==> src/rtl/axi_4_lite_regbank.sv <==
// AXI4-Lite slave register bank with independent AW/W holds,
// read-only protection and decode errors on both channels.
module axi_4_lite_regbank #(
    parameter int C_AXI_DATA_WIDTH = 32,
    parameter int C_AXI_ADDR_WIDTH = 8,
    parameter int C_REGISTERS_NUMBER = 16,
    parameter logic [C_REGISTERS_NUMBER-1:0] C_RO_MASK = '0
) (
    input  logic S_AXI_ACLK,
    input  logic S_AXI_ARESET,
    input  logic S_AXI_AWVALID,
    output logic S_AXI_AWREADY,
    input  logic [C_AXI_ADDR_WIDTH-1:0] S_AXI_AWADDR,
    input  logic [2:0] S_AXI_AWPROT,
    input  logic S_AXI_WVALID,
    output logic S_AXI_WREADY,
    input  logic [C_AXI_DATA_WIDTH-1:0] S_AXI_WDATA,
    input  logic [C_AXI_DATA_WIDTH/8-1:0] S_AXI_WSTRB,
    output logic S_AXI_BVALID,
    input  logic S_AXI_BREADY,
    output logic [1:0] S_AXI_BRESP,
    input  logic S_AXI_ARVALID,
    output logic S_AXI_ARREADY,
    input  logic [C_AXI_ADDR_WIDTH-1:0] S_AXI_ARADDR,
    input  logic [2:0] S_AXI_ARPROT,
    output logic S_AXI_RVALID,
    input  logic S_AXI_RREADY,
    output logic [C_AXI_DATA_WIDTH-1:0] S_AXI_RDATA,
    output logic [1:0] S_AXI_RRESP,
    output logic [C_REGISTERS_NUMBER*C_AXI_DATA_WIDTH-1:0] reg_out,
    input  logic [C_REGISTERS_NUMBER*C_AXI_DATA_WIDTH-1:0] ro_in,
    output logic [C_REGISTERS_NUMBER-1:0] wr_pulse
);
    localparam int W = C_AXI_DATA_WIDTH;
    localparam int AW = C_AXI_ADDR_WIDTH;
    localparam int NR = C_REGISTERS_NUMBER;
    localparam int SW = W / 8;
    localparam int ADDR_LSB = $clog2(SW);
    localparam int IDXW = AW - ADDR_LSB;

    logic aw_full, w_full;
    logic [AW-1:0] aw_addr_q;
    logic [W-1:0] w_data_q;
    logic [SW-1:0] w_strb_q;
    logic bvalid_q, rvalid_q;
    logic [1:0] bresp_q, rresp_q;
    logic [W-1:0] rdata_q;
    logic [NR*W-1:0] regs_q;
    logic [NR-1:0] wr_pulse_q;

    logic aw_hs, w_hs, ar_hs, aw_avail, w_avail, commit;
    logic [AW-1:0] wr_addr;
    logic [W-1:0] wr_data;
    logic [SW-1:0] wr_strb;
    logic [IDXW-1:0] w_idx, r_idx;
    logic [NR-1:0] w_hit, r_hit;
    logic w_dec, w_ro, r_dec, wr_ok;
    logic [W-1:0] rd_word;

    assign S_AXI_AWREADY = !aw_full && !S_AXI_ARESET;
    assign S_AXI_WREADY = !w_full && !S_AXI_ARESET;
    assign S_AXI_ARREADY = (!rvalid_q || S_AXI_RREADY) && !S_AXI_ARESET;
    assign S_AXI_BVALID = bvalid_q;
    assign S_AXI_BRESP = bresp_q;
    assign S_AXI_RVALID = rvalid_q;
    assign S_AXI_RDATA = rdata_q;
    assign S_AXI_RRESP = rresp_q;
    assign reg_out = regs_q;
    assign wr_pulse = wr_pulse_q;

    assign aw_hs = S_AXI_AWVALID && S_AXI_AWREADY;
    assign w_hs = S_AXI_WVALID && S_AXI_WREADY;
    assign ar_hs = S_AXI_ARVALID && S_AXI_ARREADY;
    assign aw_avail = aw_full || aw_hs;
    assign w_avail = w_full || w_hs;
    assign commit = aw_avail && w_avail && (!bvalid_q || S_AXI_BREADY);

    // A filled hold takes priority; otherwise the live channel feeds the commit.
    assign wr_addr = aw_full ? aw_addr_q : S_AXI_AWADDR;
    assign wr_data = w_full ? w_data_q : S_AXI_WDATA;
    assign wr_strb = w_full ? w_strb_q : S_AXI_WSTRB;
    assign w_idx = wr_addr[AW-1:ADDR_LSB];
    assign r_idx = S_AXI_ARADDR[AW-1:ADDR_LSB];

    always_comb begin
        w_hit = '0;
        r_hit = '0;
        rd_word = '0;
        for (int i = 0; i < NR; i++) begin
            w_hit[i] = (w_idx == IDXW'(i));
            r_hit[i] = (r_idx == IDXW'(i));
            if (r_hit[i])
                rd_word = C_RO_MASK[i] ? ro_in[i*W +: W] : regs_q[i*W +: W];
        end
    end

    assign w_dec = ~|w_hit;
    assign w_ro = |(w_hit & C_RO_MASK);
    assign r_dec = ~|r_hit;
    assign wr_ok = commit && !w_dec && !w_ro;

    always_ff @(posedge S_AXI_ACLK) begin
        if (S_AXI_ARESET) begin
            aw_full <= 1'b0;
            w_full <= 1'b0;
            aw_addr_q <= '0;
            w_data_q <= '0;
            w_strb_q <= '0;
            bvalid_q <= 1'b0;
            bresp_q <= 2'b00;
            rvalid_q <= 1'b0;
            rresp_q <= 2'b00;
            rdata_q <= '0;
            regs_q <= '0;
            wr_pulse_q <= '0;
        end else begin
            wr_pulse_q <= '0;
            aw_full <= aw_avail && !commit;
            w_full <= w_avail && !commit;
            if (aw_hs) aw_addr_q <= S_AXI_AWADDR;
            if (w_hs) begin
                w_data_q <= S_AXI_WDATA;
                w_strb_q <= S_AXI_WSTRB;
            end
            if (commit) begin
                bvalid_q <= 1'b1;
                bresp_q <= w_dec ? 2'b11 : (w_ro ? 2'b10 : 2'b00);
            end else if (S_AXI_BREADY) begin
                bvalid_q <= 1'b0;
            end
            if (wr_ok) begin
                for (int i = 0; i < NR; i++)
                    for (int b = 0; b < SW; b++)
                        if (w_hit[i] && wr_strb[b])
                            regs_q[i*W + b*8 +: 8] <= wr_data[b*8 +: 8];
                if (|wr_strb) wr_pulse_q <= w_hit;
            end
            if (ar_hs) begin
                rvalid_q <= 1'b1;
                rdata_q <= r_dec ? '0 : rd_word;
                rresp_q <= r_dec ? 2'b11 : 2'b00;
            end else if (S_AXI_RREADY) begin
                rvalid_q <= 1'b0;
            end
        end
    end

    logic unused_ok;
    assign unused_ok = ^{1'b0, S_AXI_AWPROT, S_AXI_ARPROT, ro_in,
                         wr_addr[ADDR_LSB-1:0], S_AXI_ARADDR[ADDR_LSB-1:0]};
endmodule
==> config.mk <==
export PLATFORM = sky130hd
export DESIGN_NAME = axi_4_lite_regbank
export DESIGN_NICKNAME = d
export VERILOG_FILES = /design/src/rtl/axi_4_lite_regbank.sv
export SDC_FILE = /design/constraint.sdc
export NUM_CORES = 1
export LEC_CHECK = 0
export ABC_AREA = 1
export BUFFER_PORTS_ARGS = -buffer_cell sky130_fd_sc_hd__buf_2
export CAP_MARGIN = 10
export CORE_AREA = 2 2 445 447
export CTS_CLUSTER_DIAMETER = 80
export DETAILED_ROUTE_END_ITERATION = 12
export DIE_AREA = 0 0 447 449
export PLACE_DENSITY = 0.4
export SLEW_MARGIN = 25
export SYNTH_ARGS = -nofsm -noshare
export SYNTH_HDL_FRONTEND = slang
export SYNTH_SLANG_ARGS = --single-unit
==> constraint.sdc <==
create_clock -name S_AXI_ACLK -period 5.6 [get_ports S_AXI_ACLK]
set_input_delay 0.56 -clock S_AXI_ACLK [delete_from_list [all_inputs] [get_ports S_AXI_ACLK]]
set_output_delay 0.56 -clock S_AXI_ACLK [all_outputs]
set_load 0.1 [all_outputs]
==> impl_metrics.csv, run 1 <==
group,metric,value,unit
worst_setup_path,critPathArrivalTime,4380,ps
routing,vias,27548,
worst_setup_path,max_stage_delay,590,ps
synthesis,synth-main-ff-cell,"dfxtp_1",
synthesis,synth.avg_cell_area,7.07,µm²
worst_setup_path,worstPathCellList,"a21oi_1 > nor2_1 > nand2_1 > buf_4 > nor2_4 > inv_2 > nor2_2 > inv_4 > nor2_4 > buf_4 > nand2_1 > nand2_1 > a21oi_1",
sta,fin_crit,3860,ps
synthesis,yosysSeqAreaShare,46.7,%
synthesis,yosysMostFrequentCell,"a21oi_1",
power_and_ir_drop,switching_share,28.0,%
sta,slew_headroom,31.8,%
flow_run,maxCapViolations,0,
power_and_ir_drop,pwr-share-seq,40.2,%
synthesis,synthTopCellsByArea,"dfxtp_1 (47%), a21oi_1 (14%), nand2_1 (9.2%)",
placed_design,place.gp.congestion,0.823,
power_and_ir_drop,design_power_total,10900,µW
cells_and_area,fin_area,35300,µm²
min_path,hold_class,"input port to flop",
clock_tree,hold_buffers,0,
worst_setup_path,critPathMaxFanout,29,
global_routing,grt_pass1_vias,26327,
synthesis,ys_ff_latch,608,
worst_setup_path,crit_type,"flop to flop",
cells_and_area,fin_nets,4796,
floorplanning,coreArea,196000,µm²
clock_tree,clockBufferDepth,3,
sta,clock.fmax,0.259,GHz
synthesis,synth.top_cell.area_share,46.7,%
floorplanning,die_h,449,µm
floorplanning,initial_core_util,13.3,%
worst_setup_path,worst_setup_path_start_kind,"flop",
routing,drtIter0Drc,1793,
sta,tns,0,ps
routing,route.detailed.drc,0,
sta,setup_viol,0,
clock_tree,ctsResizeCount,0,
worst_setup_path,critPathBufInv,4,
min_path,min-delay-start,"S_AXI_WDATA[1]",
clock_tree,cts.sinks,608,
placed_design,place_inst,6770,
power_and_ir_drop,comb_power_share,7.8,%
clock_tree,clock_latency,740,ps
power_and_ir_drop,total_leakage_power,0.0136,µW
status,status,"finished clean",
worst_setup_path,required,6110,ps
power_and_ir_drop,vdd_drop_max,198,µV
placed_design,placed_area,32400,µm²
worst_setup_path,r2r_start,"aw_full",
synthesis,syn_inst,3686,
clock_tree,cts-root-buf,"clkbuf_16",
sta,worst_pin_slew,1020,ps
global_routing,grt_antenna_before_repair,12,
clock_tree,cts-buffers-inserted,86,
placed_design,pre_cts_ws,940,ps
worst_setup_path,crit_path_frequent_cell,"nand2_1",
sta,finalCritPeriodShare,69.0,%
global_routing,grt_usage,15.5,%
synthesis,ys_types,31,
worst_setup_path,slowest_stage,"dfxtp_1",
floorplanning,ios,1146,
cells_and_area,drive_above_1_share,22.4,%
global_routing,grt_pass1_wl,218000,µm
synthesis,ys_warn_count,0,
sta,hold_violations,0,
routing,final_antenna_net_count,0,
synthesis,synth_nets,4263,
worst_setup_path,path_delay_family,"simple AND/OR/NAND/NOR gates",
placed_design,dp_hpwl,123000,µm
clock_tree,clk_pin_slew,60,ps
worst_setup_path,cp-end-kind,"flop",
clock_tree,post_cts_buffers,0,
power_and_ir_drop,power_switching,3050,µW
synthesis,netlist_area,26100,µm²
floorplanning,die_area,201000,µm²
worst_setup_path,r2r_slack,1740,ps
cells_and_area,final_cells,6936,
routing,drt_pass1_iterations,5,
clock_tree,cts_htree_levels,3,
sta,worst_slack,1740,ps
routing,wl,160000,µm
sta,rsz0062_at_grt,"no",
synthesis,synth_area_leader_cell,"dfxtp_1",
floorplanning,chipWidth,447,µm
sta,maxSlewViolCount,0,
routing,avgRoutedWirePerCell,23.1,µm
power_and_ir_drop,cellPowerDensity,308,nW/µm²
floorplanning,num_rows,163,
global_routing,grt_max_degree,94,
routing,viasPerCell,3.97,
worst_setup_path,cp-startpoint,"aw_full",
synthesis,async_reset_ff_share,0,%
sta,finClkSkew,70.1,ps
synthesis,ys_top_cells_by_count,"a21oi_1 (710), nand2_1 (638), dfxtp_1 (608), o21ai_0 (402), nor2_1 (331)",
clock_tree,cts_tree,"built",
power_and_ir_drop,p_int,7840,µW
synthesis,synth_edf_count,0,
global_routing,grt-ovfl-total,0,
cells_and_area,area_delta_synth_final,35.6,%
power_and_ir_drop,p_clk_share,52.0,%
placed_design,portBuffers,623,
==> state kept, by name (all words and copies together), names as in the netlist, 4 cells and up <==
register,count
reg_out,512
w_strb_q,4
aw_addr_q,6
wr_pulse,16
S_AXI_RDATA,32
w_data_q,32
==> per-layer routing <==
metal  GRT usage, %  vias up  part of all wire [%]
met2           28.9      822                    53
li1               -    13341                     -
met1           16.4    13115                    37
met3           2.56      270                   4.1
met5              0        -                     0
met4           8.52        0                   6.1
==> cell usage in the layout, fill, tap and decap left out, types with 93 or more instances in the layout <==
cell type / synthesis / final
a21oi_1: 710 / 682
o21ai_0: 402 / 400
nand4_1: 116 / 116
dfxtp_1: 608 / 607
nor2_1: 331 / 317
nand3_1: 219 / 218
buf_4: 14 / 93
buf_2: 54 / 622
inv_1: 306 / 303
nand2_1: 638 / 636
==> tightest hold or removal path, stage by stage <==
cell	delay, ps
buf_2	90
o21ai_0	70
a21oi_1	100
==> stage by stage <==
step | hold slack, ps | utilization (%)
4_1_cts | 46.7 | 18.0
6_report | 120 | 18.0
3_3_place_gp | 440 | 16.5
2_1_floorplan | 429 | -
3_5_place_dp | 445 | 16.5
5_1_grt | 88.6 | 18.0
==> power groups by stage <==
| stage | registers [µW] | logic (µW) | clock network [µW] |
|---|---|---|---|
| final | 4380 | 852 | 5660 |
| after CTS | 4380 | 885 | 5840 |
| after detailed placement | 4470 | 884 | 0 |
| after global routing | 4380 | 929 | 6000 |
| after floorplan | 4510 | 418 | 0 |
| after global placement | 4470 | 883 | 0 |
==> final cells by class <==
type                            instances  area (µm²)
Fill cell                           22518      161000
Multi-Input combinational cell       2482       11800
Timing Repair Buffer                  719        3890
Antenna cell                            6        15.0
Tap cell                             2640        3300
Clock inverter                         35         389
Sequential cell                       608       12200
Clock buffer                          124        2550
Inverter                              322        1230
==> kinds of logic after synthesis <==
logic type             Yosys count  share of synthesized area [%]
buffers and inverters          596                           9.13
flip-flops                     608                           46.7
AND/OR/NAND/NOR               1344                           22.2
AO/OA/AOI/OAI                 1138                           22.0
==> final timing paths <==
path	endpoint	cells past startpoint
setup / recovery	reg_out[311]	13
hold / removal	w_data_q[1]	3
setup reg to reg	reg_out[311]	13
hold reg to reg	aw_addr_q[5]	2
Power figures use the tool's default switching activity.
==> run 2, diff against run 1 <==
CORE_AREA = 2 2 450 452   (was 2 2 445 447)
DIE_AREA = 0 0 452 454   (was 0 0 447 449)
PLACE_DENSITY = 0.39   (was 0.4)
clock period = 3.9 ns   (was 5.6 ns; I/O delays follow)
==> run 2 against run 1 <==
Against the previous run: critical path depth decreased by 1; largest cell class unchanged; routed wire length decreased by 1.0%; final cell count grew 1.9%; count of clock-buffer cells in the layout is 1 higher; critical path type unchanged; setup slack got worse by 1200 ps.
==> impl_metrics.csv, run 2 (synthesized netlist as in run 1, its figures left out) <==
group,metric,value,unit
cells_and_area,fin_area,36400,µm²
floorplanning,die_area,205000,µm²
sta,maxSlewViolCount,0,
worst_setup_path,critPathArrivalTime,4000,ps
routing,viasPerCell,3.94,
worst_setup_path,worstPathCellList,"inv_1 > o21ai_0 > inv_1 > nor2_1 > inv_1 > nor2_4 > buf_4 > nand2_1 > inv_2 > nand2_1 > o21ai_0 > a21oi_1",
sta,finClkSkew,34.3,ps
clock_tree,ctsResizeCount,0,
routing,route.detailed.drc,0,
routing,drtIter0Drc,2038,
power_and_ir_drop,vdd_drop_max,323,µV
cells_and_area,drive_above_1_share,22.4,%
cells_and_area,n_fill_cell,22895,
global_routing,grt_pass1_vias,26704,
cells_and_area,multiInputGateArea,11600,µm²
clock_tree,cts_htree_levels,3,
cells_and_area,fin_nets,4909,
routing,wl,158000,µm
routing,avgRoutedWirePerCell,22.4,µm
routing,drt_pass1_iterations,5,
clock_tree,clock_latency,720,ps
global_routing,grt-ovfl-total,0,
sta,finalCritPeriodShare,87.1,%
placed_design,place.gp.congestion,0.811,
status,status,"finished clean",
power_and_ir_drop,total_leakage_power,0.0141,µW
worst_setup_path,max_stage_delay,610,ps
sta,setup_viol,0,
sta,slew_headroom,22.6,%
placed_design,dp_hpwl,123000,µm
sta,fin_crit,3400,ps
power_and_ir_drop,cellPowerDensity,423,nW/µm²
floorplanning,initial_core_util,13.0,%
global_routing,grt_antenna_before_repair,4,
worst_setup_path,critPathMaxFanout,26,
cells_and_area,largest_register_ffs,512,
floorplanning,chipWidth,452,µm
routing,vias,27826,
floorplanning,num_rows,165,
placed_design,placed_area,33100,µm²
cells_and_area,regArea,12200,µm²
worst_setup_path,reg2reg_depth,12,
sta,tns,0,ps
worst_setup_path,cp.depth,12,
worst_setup_path,worst_setup_path_start_kind,"flop",
clock_tree,clockBufferDepth,3,
power_and_ir_drop,design_power_total,15400,µW
clock_tree,clk_pin_slew,60,ps
flow_run,maxCapViolations,0,
global_routing,grt_usage,14.9,%
worst_setup_path,required,4500,ps
clock_tree,cts.sinks,608,
clock_tree,cts-buffers-inserted,84,
sta,hold_violations,0,
clock_tree,cts_tree,"built",
placed_design,portBuffers,623,
routing,final_antenna_net_count,0,
worst_setup_path,crit_path_frequent_cell,"inv_1",
worst_setup_path,slowest_stage,"dfxtp_1",
sta,rsz0062_at_grt,"no",
worst_setup_path,critPathBufInv,5,
global_routing,grt_max_degree,172,
floorplanning,ios,1146,
cells_and_area,area_delta_synth_final,39.5,%
sta,clock.fmax,0.294,GHz
floorplanning,coreArea,201000,µm²
worst_setup_path,crit_type,"flop to flop",
min_path,hold_class,"input port to flop",
min_path,holdPathStages,3,
worst_setup_path,cp-end-kind,"flop",
clock_tree,post_cts_buffers,0,
cells_and_area,final_cell_mix,"a21oi_1 (697), nand2_1 (637), buf_2 (622), dfxtp_1 (607), o21ai_0 (400)",
sta,holdWs,150,ps
clock_tree,cts-root-buf,"clkbuf_16",
floorplanning,die_h,454,µm
global_routing,grt_pass1_wl,216000,µm
sta,worst_pin_slew,1160,ps
cells_and_area,layout_commonest_cell,"a21oi_1",
cells_and_area,fin_util,18.1,%
worst_setup_path,path_delay_family,"buffers and inverters",
run 2: changes by cell type in the layout (fill, tap and decap cells not counted), moves of 3 or more:
| cell | previous run | this run |
|---|---|---|
| a21oi_1 | 682 | 697 |
| a21oi_4 | 5 | 0 |
| dlygate4sd3_1 | 0 | 46 |
| o21ai_2 | 7 | 3 |
| a21oi_2 | 23 | 13 |
| o21ai_1 | 17 | 21 |
| nor2_4 | 17 | 14 |
| clkbuf_1 | 14 | 23 |
| buf_12 | 2 | 30 |
| clkinv_2 | 17 | 8 |
| clkbuf_8 | 24 | 16 |
| buf_4 | 93 | 135 |
run 2: worst min-delay path, stage by stage:
cell	delay (ps)
buf_2	150
a21oi_1	200
nor3_1	70
run 2: report_power, final:
| part | internal (µW) | leakage [µW] | total, µW | switching, µW |
|---|---|---|---|---|
| clock | 4580 | 0.00134 | 7820 | 3240 |
| combinational | 284 | 0.00784 | 1290 | 1010 |
| sequential | 6260 | 0.00490 | 6280 | 22.2 |
run 2: worst paths after layout:
| path | start | endpoint | slack [ps] |
|---|---|---|---|
| worst max-delay path | aw_full | reg_out[178] | 500 |
| worst min-delay path | S_AXI_WVALID | w_full | 150 |
| worst min register to register | w_data_q[11] | w_data_q[11] | 450 |
| worst max register to register | aw_full | reg_out[178] | 500 |
run 2: layout make-up:
cell class,instances,share of cell area (%)
Inverter,322,3.38
Tap cell,2672,9.20
Sequential cell,608,33.5
Clock buffer,125,6.76
Clock inverter,23,0.819
Timing Repair Buffer,834,14.3
Multi-Input combinational cell,2482,32.0
Antenna cell,4,0.0275
run 2: stage by stage:
stage	setup WS, ps	std cells
6_report	503	7070
5_1_grt	130	7068
4_1_cts	475	7066
3_5_place_dp	445	6872
3_3_place_gp	444	6872
2_1_floorplan	321	3686
run 2: per-layer routing:
metal | part of all wire (%) | vias to the layer above | track usage (%)
met3 | 3.9 | 248 | 2.45
li1 | - | 13562 | -
met2 | 53 | 746 | 28.0
met1 | 37 | 13270 | 15.9
met4 | 5.8 | 0 | 7.95
met5 | 0 | - | 0
run 2: what timing repair did:
| action | in CTS | in global routing |
|---|---|---|
| setup endpoints to repair | 0 | 0 |
| hold buffers | 46 | 0 |
| endpoints found under the hold margin | 45 | 0 |
==> run 3, diff against run 2 <==
==> constraint.sdc (replaced) <==
create_clock -name S_AXI_ACLK -period 3.9 [get_ports S_AXI_ACLK]
set_input_delay 1.17 -clock S_AXI_ACLK [delete_from_list [all_inputs] [get_ports S_AXI_ACLK]]
set_output_delay 1.17 -clock S_AXI_ACLK [all_outputs]
set_load 0.1 [all_outputs]
==> run 3 against run 2 <==
Against the previous run: fmax about the same; die area unchanged; highest routed layer unchanged; setup slack improved by 2.5 ps; global-route usage decreased by 0.059 points; sequential power about the same; flip-flop and latch count did not move; worst hold slack gained 300 ps; total power increased by 1.8%; routed wire length is 0.13% lower; clock power rose by 4.3%.
==> impl_metrics.csv, run 3 (synthesized netlist as in run 1, its figures left out) <==
group,metric,value,unit
cells_and_area,layout_commonest_cell,"a21oi_1",
power_and_ir_drop,total_leakage_power,0.0140,µW
floorplanning,ios,1146,
worst_setup_path,r2r_start,"aw_full",
sta,tns,0,ps
cells_and_area,largest_register_ffs,512,
sta,clock.fmax,0.295,GHz
cells_and_area,regArea,12200,µm²
cells_and_area,multiInputGateArea,11700,µm²
power_and_ir_drop,vdd_drop_max,287,µV
routing,wl,158000,µm
global_routing,grt_pass1_vias,26619,
cells_and_area,final_cells,7045,
placed_design,place.gp.congestion,0.830,
clock_tree,clock_latency,750,ps
clock_tree,clockBufferDepth,3,
global_routing,grt_antenna_before_repair,12,
clock_tree,clk_pin_slew,50,ps
min_path,hold_class,"flop to flop",
worst_setup_path,worst_setup_path_start_kind,"input port",
sta,fin_crit,3390,ps
placed_design,place_inst,6874,
sta,worst_pin_slew,1250,ps
floorplanning,die_area,205000,µm²
routing,drtIter0Drc,1763,
clock_tree,cts_tree,"built",
power_and_ir_drop,cellPowerDensity,434,nW/µm²
sta,slew_headroom,16.7,%
cells_and_area,final_cell_mix,"a21oi_1 (696), nand2_1 (637), buf_2 (621), dfxtp_1 (607), o21ai_0 (400)",
routing,vias,27629,
placed_design,pre_cts_ws,-244,ps
worst_setup_path,worstSetupEndpoint,"S_AXI_AWREADY",
flow_run,maxCapViolations,0,
routing,drt_pass1_iterations,7,
worst_setup_path,critPathArrivalTime,2220,ps
placed_design,placed_area,33100,µm²
sta,finalCritPeriodShare,87.0,%
clock_tree,ctsResizeCount,0,
sta,finClkSkew,67.4,ps
worst_setup_path,crit_type,"input port to primary output",
worst_setup_path,required,2730,ps
min_path,holdPathStages,2,
floorplanning,die_h,454,µm
routing,final_antenna_net_count,0,
cells_and_area,drive_above_1_share,23.0,%
cells_and_area,n_fill_cell,22892,
clock_tree,cts.sinks,608,
sta,hold_violations,0,
floorplanning,coreArea,201000,µm²
worst_setup_path,reg2reg_depth,13,
global_routing,grt_usage,14.9,%
sta,maxSlewViolCount,0,
sta,worst_slack,506,ps
cells_and_area,fin_area,36100,µm²
placed_design,dp_hpwl,122000,µm
routing,avgRoutedWirePerCell,22.5,µm
routing,route.detailed.drc,0,
clock_tree,cts-buffers-inserted,89,
clock_tree,post_cts_buffers,0,
placed_design,portBuffers,623,
floorplanning,initial_core_util,13.0,%
cells_and_area,fin_util,18.0,%
cells_and_area,fin_nets,4870,
clock_tree,hold_buffers,0,
worst_setup_path,reg2reg_to,"reg_out[64]",
floorplanning,num_rows,165,
status,status,"finished clean",
clock_tree,cts-root-buf,"clkbuf_16",
sta,setup_viol,0,
worst_setup_path,r2r_slack,860,ps
global_routing,grt_pass1_wl,214000,µm
clock_tree,cts_htree_levels,3,
worst_setup_path,cp-startpoint,"S_AXI_ARESET",
sta,rsz0062_at_grt,"no",
global_routing,grt_max_degree,179,
global_routing,grt-ovfl-total,0,
cells_and_area,area_delta_synth_final,38.6,%
worst_setup_path,cp-end-kind,"primary output",
floorplanning,chipWidth,452,µm
worst_setup_path,critPathMaxFanout,11,
routing,viasPerCell,3.92,
run 3: where the power goes:
group          switching (µW)  internal, µW  leakage [µW]
registers                22.9          6260       0.00490
clock network            3390          4760       0.00143
logic                     992           245       0.00765
total                    4410         11300        0.0140
run 3: worst min path at each step:
stage / startpoint / endpoint / slack [ps]
final: w_data_q[12] / w_data_q[12] / 450
after global routing: w_data_q[8] / w_data_q[8] / 470
after CTS: w_strb_q[1] / w_strb_q[1] / 460
after detailed placement: w_strb_q[1] / w_strb_q[1] / 450
after global placement: w_strb_q[3] / w_strb_q[3] / 440
after floorplan: aw_addr_q[5] / aw_addr_q[5] / 430
run 3: worst max-delay path: stages:
cell and delay, ps:
buf_6 120, buf_4 240, nor2_1 210, buf_2 460
run 3: metal layers:
layer	vias up	track usage (%)	wire, µm
li1	13504	-	-
met1	13159	15.7	59000
met2	713	28.0	84300
met3	253	2.35	5870
met4	0	8.25	9170
met5	-	0	0
run 3: final cells by class:
type,instances,share of cell area (%)
inverters,322,3.40
diodes,12,0.0832
clock buffers,128,7.13
well taps,2672,9.26
flip-flops and latches,608,33.7
repair buffers,790,13.1
clock inverters,31,1.07
multi-input cells,2482,32.3
run 3: metrics by stage:
| stage | total power, µW | hold slack, ps |
|---|---|---|
| finish | 15700 | 452 |
| global route | 16300 | 471 |
| CTS | 16000 | 455 |
| detailed placement | 7700 | 447 |
| global placement | 7700 | 439 |
| floorplan | 7070 | 429 |
